File: src/rtl/key_encoder_pkg.sv
// Shared types and helpers for the key encoder front-end.
package key_encoder_pkg;

  localparam int BCD_W = 4;
  localparam int NUM_KEYS = 10;
  localparam logic [BCD_W-1:0] BCD_BLANK = 4'b1111;

  typedef enum logic [2:0] {
    IDLE,
    DEBOUNCE,
    FIRE,
    HOLD,
    RELEASE
  } state_t;

  // Classification of one synchronised key sample.
  typedef struct packed {
    logic             none;
    logic             single;
    logic             multi;
    logic [BCD_W-1:0] code;
  } key_class_t;

  // One-hot to index with a single-bit check; code is only meaningful when single is set.
  function automatic key_class_t onehot_to_index(input logic [NUM_KEYS-1:0] v);
    key_class_t r;
    int unsigned n;
    r = '0;
    n = 0;
    for (int i = 0; i < NUM_KEYS; i++) begin
      if (v[i]) begin
        n++;
        r.code = BCD_W'(i);
      end
    end
    r.none   = (n == 0);
    r.single = (n == 1);
    r.multi  = (n > 1);
    return r;
  endfunction

endpackage

File: src/rtl/key_encoder_sync.sv
// Two-flop synchroniser for asynchronous button inputs, cleared to 0 on reset.
module key_encoder_sync #(
  parameter int WIDTH = 10
) (
  input  logic             clk,
  input  logic             reset,
  input  logic [WIDTH-1:0] d,
  output logic [WIDTH-1:0] q
);

  logic [WIDTH-1:0] meta;

  // Both stages shift every clock; only q is safe to use downstream.
  always_ff @(posedge clk or posedge reset) begin
    if (reset) begin
      meta <= '0;
      q    <= '0;
    end else begin
      meta <= d;
      q    <= meta;
    end
  end

endmodule

File: src/rtl/key_encoder.sv
// Button front-end: synchronise, debounce and encode one digit key to BCD for the display stage.
//
// state    | meaning
// ---------+----------------------------------------------------------
// IDLE     | no candidate; waiting for exactly one key
// DEBOUNCE | candidate key seen; counting consecutive stable samples
// FIRE     | strobe cycle; ready high, new code on S0..S3
// HOLD     | press accepted; waiting for all keys to be released
// RELEASE  | all keys released; counting stable released samples
module key_encoder #(
  parameter int DEBOUNCE_CYCLES = 16,
  parameter int NUM_KEYS        = 10
) (
  input  logic                clk,
  input  logic                reset,
  input  logic [NUM_KEYS-1:0] keys,
  output logic                S0,
  output logic                S1,
  output logic                S2,
  output logic                S3,
  output logic                ready,
  output logic                key_error
);

  import key_encoder_pkg::*;

  if (NUM_KEYS != 10) begin : g_num_keys_check
    $error("key_encoder: NUM_KEYS must be 10 for BCD encoding");
  end
  if (DEBOUNCE_CYCLES < 2) begin : g_debounce_check
    $error("key_encoder: DEBOUNCE_CYCLES must be at least 2");
  end

  localparam int CNT_W = $clog2(DEBOUNCE_CYCLES);
  localparam logic [CNT_W-1:0] CNT_LAST = CNT_W'(DEBOUNCE_CYCLES - 1);

  logic [NUM_KEYS-1:0] ks;
  logic [NUM_KEYS-1:0] cand_onehot;
  key_class_t          kc;
  state_t              state;
  logic [CNT_W-1:0]    cnt;
  logic [BCD_W-1:0]    cand;
  logic [BCD_W-1:0]    code;

  key_encoder_sync #(
    .WIDTH (NUM_KEYS)
  ) u_sync (
    .clk   (clk),
    .reset (reset),
    .d     (keys),
    .q     (ks)
  );

  assign kc          = onehot_to_index(ks);
  assign cand_onehot = {{(NUM_KEYS-1){1'b0}}, 1'b1} << cand;

  // Press/release sequencing; code and ready are registered on the edge entering FIRE.
  always_ff @(posedge clk or posedge reset) begin
    if (reset) begin
      state <= IDLE;
      cnt   <= '0;
      cand  <= '0;
      code  <= BCD_BLANK;
      ready <= 1'b0;
    end else begin
      ready <= 1'b0;
      case (state)
        IDLE: begin
          cnt <= '0;
          if (kc.single) begin
            state <= DEBOUNCE;
            cand  <= kc.code;
          end
        end
        DEBOUNCE: begin
          if (ks == cand_onehot) begin
            if (cnt == CNT_LAST) begin
              state <= FIRE;
              code  <= cand;
              ready <= 1'b1;
            end else begin
              cnt <= cnt + CNT_W'(1);
            end
          end else begin
            state <= IDLE;
            cnt   <= '0;
          end
        end
        FIRE: begin
          state <= HOLD;
        end
        HOLD: begin
          if (kc.none) begin
            state <= RELEASE;
            cnt   <= '0;
          end
        end
        RELEASE: begin
          if (kc.none) begin
            if (cnt == CNT_LAST) begin
              state <= IDLE;
              cnt   <= '0;
            end else begin
              cnt <= cnt + CNT_W'(1);
            end
          end else begin
            state <= HOLD;
          end
        end
        default: begin
          state <= IDLE;
          cnt   <= '0;
        end
      endcase
    end
  end

  // Multi-key flag follows the synchronised keys regardless of FSM state.
  always_ff @(posedge clk or posedge reset) begin
    if (reset) begin
      key_error <= 1'b0;
    end else begin
      key_error <= kc.multi;
    end
  end

  assign {S0, S1, S2, S3} = code;

endmodule

File: config.mk
export PLATFORM = sky130hd
export DESIGN_NAME = key_encoder
export DESIGN_NICKNAME = d
export VERILOG_FILES = /design/src/rtl/key_encoder_pkg.sv /design/src/rtl/key_encoder_sync.sv /design/src/rtl/key_encoder.sv
export SDC_FILE = /design/constraint.sdc
export NUM_CORES = 1
export LEC_CHECK = 0
export ABC_AREA = 1
export CORE_MARGIN = 3
export CORE_UTILIZATION = 47
export DETAILED_ROUTE_END_ITERATION = 7
export PLACE_DENSITY = 0.64
export REMOVE_ABC_BUFFERS = 1
export SLEW_MARGIN = 0
export SYNTH_ARGS = -nofsm -noshare
export SYNTH_HDL_FRONTEND = slang
export SYNTH_SLANG_ARGS = --single-unit
File: constraint.sdc
create_clock -name clk -period 10.2 [get_ports clk]
set_input_delay 2.04 -clock clk [delete_from_list [all_inputs] [get_ports clk]]
set_output_delay 2.04 -clock clk [all_outputs]
set_load 0.01 [all_outputs]
==> impl_metrics.py <==
metrics = {
    "clock_tree": {
        "clk_pin_slew_worst_paths_ns": 0.07,
        "cts_setup_buffers": 0,
        "clockRootBuffer": "clkbuf_8",
        "clock_latency_ns": 0.29,
        "ctsResizeCount": 0,
        "clock-sinks": 37,
        "cts_tree": "done",
        "cts_made_buffers": 5,
        "cts_buffer_depth": 2,
        "hold_buffers": 0,
        "htreeDepth": 2,
    },
    "global_routing": {
        "grt_pass1_vias": 2118,
        "overflow": 0,
        "grt_pass1_wl_um": 9232,
        "grt_max_degree": 38,
        "track_usage_pct": 18.18,
        "antenna_found_initial": 0,
    },
    "sta": {
        "drv_slew": 0,
        "fin_skew_ns": 0.004688,
        "period_minus_slack_ns": 5.571,
        "rsz0062_at_grt": "no",
        "setup_violations": 0,
        "fin_setup_tns_ns": 0,
        "timing.fmax_ghz": 0.1795,
        "hold_slack_ns": 0.3473,
        "relSlewSlack_pct": 68.85,
        "tightestPinTransition_ns": 0.4630,
        "setup_slack_ns": 4.629,
        "hold_viol_final": 0,
        "min_period_over_period_pct": 54.62,
    },
    "route": {
        "ant_nets": 0,
        "drt_iter0_markers": 56,
        "wl_per_cell_um": 11.52,
        "routed_via_density": 4.895,
        "vias": 2154,
        "dr.pass1.iters": 4,
        "wirelength_um": 5070,
        "drcViolationCount": 0,
    },
    "outcome": {
        "status": "complete, no violations",
    },
    "setup_path": {
        "critical_path_arrival_ns": 5.80,
        "startpoint_type": "flip-flop",
        "max_stage_delay_ns": 0.39,
        "critPathCaptureType": "flip-flop",
        "cp_common_cell": "nand2_1",
        "reg2reg_slack_ns": 4.63,
        "crit_fanout": 6,
        "r2r_cells": 37,
        "cp_slowest_cell": "dfrtp_1",
        "crit_required_ns": 10.42,
        "critical_path_class": "reg -> reg",
        "r2r-end": "cand[2]",
        "r2r_start": "u_sync.q[0]",
    },
    "floorplan": {
        "core_um2": 5172,
        "rows": 26,
        "die_x_um": 79.71,
        "ios": 18,
        "initial_utilization_pct": 49.37,
        "die_area_um2": 6354,
        "die_y_um": 79.71,
    },
    "power": {
        "ir_drop_mv": 0.08917,
        "power.leakage_nw": 1.474,
        "power_density_nw_per_um2": 156.3,
    },
    "finish": {
        "finalNetCount": 391,
        "fillers": 495,
        "antenna_cells": 0,
        "multi_input_area_um2": 1398,
        "area_growth_pct": 13.47,
        "drive_above_1_share_pct": 17.84,
        "finalInstanceArea_um2": 2898,
        "seqCellArea_um2": 930.9,
    },
    "hold_path": {
        "hold_path_class": "reg -> reg",
        "hold_path_end": "u_sync.q[8]",
        "min_path_cells": 0,
        "worstHoldStart": "u_sync.meta[8]",
    },
    "placement": {
        "place_ws_ns": 4.600,
        "place_congestion": 0.8856,
        "dp_hpwl_um": 4084,
        "io_buffers": 17,
        "place_area_um2": 2808,
    },
    "synth": {
        "ys_ff_latch": 37,
        "synth.distinct_cells": 32,
        "synth_cells": 345,
        "avgSynthCellArea_um2": 7.402,
        "synth.area.top_cells": "dfrtp_1, nand2_1, inv_1",
        "yosysSeqAreaShare_pct": 36.45,
        "yosys_warnings": 0,
        "yosysTopAreaCell": "dfrtp_1",
        "synth_top_area_share_pct": 32.34,
        "syn_area_um2": 2554,
    },
    "run": {
        "maxCapViolCount": 0,
    },
}
## layout make-up
cell class              instances  area share (%)
clock buffers                   8           3.109
inverters                      57           7.383
multi-input cells             250           48.23
flip-flops and latches         37           32.12
well taps                      70           3.022
repair buffers                 18           6.131
## routing by layer
layer / global-route usage, % / wire length (um)
met1: 24.37 / 2441
met2: 29.72 / 2386
met3: 3.047 / 169
met4: 6.014 / 74
met5: 0 / 0
## how the worst max path moves through the flow
stage                      from       to  slack (ns)
floorplan           u_sync.q[0]  cand[3]        5.08
global placement    u_sync.q[0]  cand[2]        4.80
detailed placement  u_sync.q[0]  cand[2]        4.60
CTS                 u_sync.q[0]  cand[2]        4.57
global route        u_sync.q[0]  cand[2]        4.10
finish              u_sync.q[0]  cand[2]        4.63
## worst max-delay path, delay by kind of cell, from the launching register on
kind	cells	cell delay, ns
buffers and inverters	6	0.38
AO/OA/AOI/OAI	1	0.11
adder cells (fa/ha/maj)	8	2.20
AND/OR/NAND/NOR	22	2.43
flip-flops	1	0.39
## state kept, by name, summed over array words and instances, names as in the netlist
signal,count
u_sync.meta,10
u_sync.q,10
cand,4
cnt,4
code,4
state,3
key_error,1
ready,1
## per-stage QoR
step | power, mW | utilization, % | cells
2_1_floorplan | 0.3116 | - | 344
3_3_place_gp | 0.3475 | 54.28 | 432
3_5_place_dp | 0.3517 | 54.28 | 432
4_1_cts | 0.4580 | 56.02 | 440
5_1_grt | 0.4928 | 56.02 | 440
6_report | 0.4529 | 56.02 | 440
## power breakdown
group	internal, mW	switching (mW)	total, mW
registers	0.161	0.0160	0.177
logic	0.0628	0.109	0.172
clock network	0.0551	0.0485	0.104
## kinds of logic (layout without fill, tap and decap cells)
kind of cell    after synthesis  count (layout)  synth area share, %
compound gates               25              25                5.194
xor+xnor                      5               5                1.715
fa+ha+maj                    10              10                4.900
buf+inv                      58              83                8.819
flops                        37              37                36.45
simple gates                210             210                42.92
## cell usage after synthesis, drive strengths merged
library cell and instances:
clkinv 1, dfrtp 33, o211ai 1, inv 56
a31oi 1, nor4 4, nand2 120, dfstp 4
a21oi 8, ha 10, nand3b 4, or2 4
nor3 3, nand4 6, xor2 5, nand3 36
nor3b 2, o21ai 15, nor2 31, buf 1
## placed cells by master, fill, tap and decap left out, drive strengths merged
cell type      synthesis  final
a21oi                  8      8
a31oi                  1      1
buf                    1      1
clkbuf                 0      8
clkdlybuf4s50          0     17
clkinv                 1      1
dfrtp                 33     33
dfstp                  4      4
ha                    10     10
inv                   56     56
nand2                120    120
nand3                 36     36
nand3b                 4      4
nand4                  6      6
nor2                  31     31
nor3                   3      3
nor3b                  2      2
nor4                   4      4
o211ai                 1      1
o21ai                 15     15
or2                    4      4
xor2                   5      5
No activity file was read; power rests on OpenSTA's default activity.
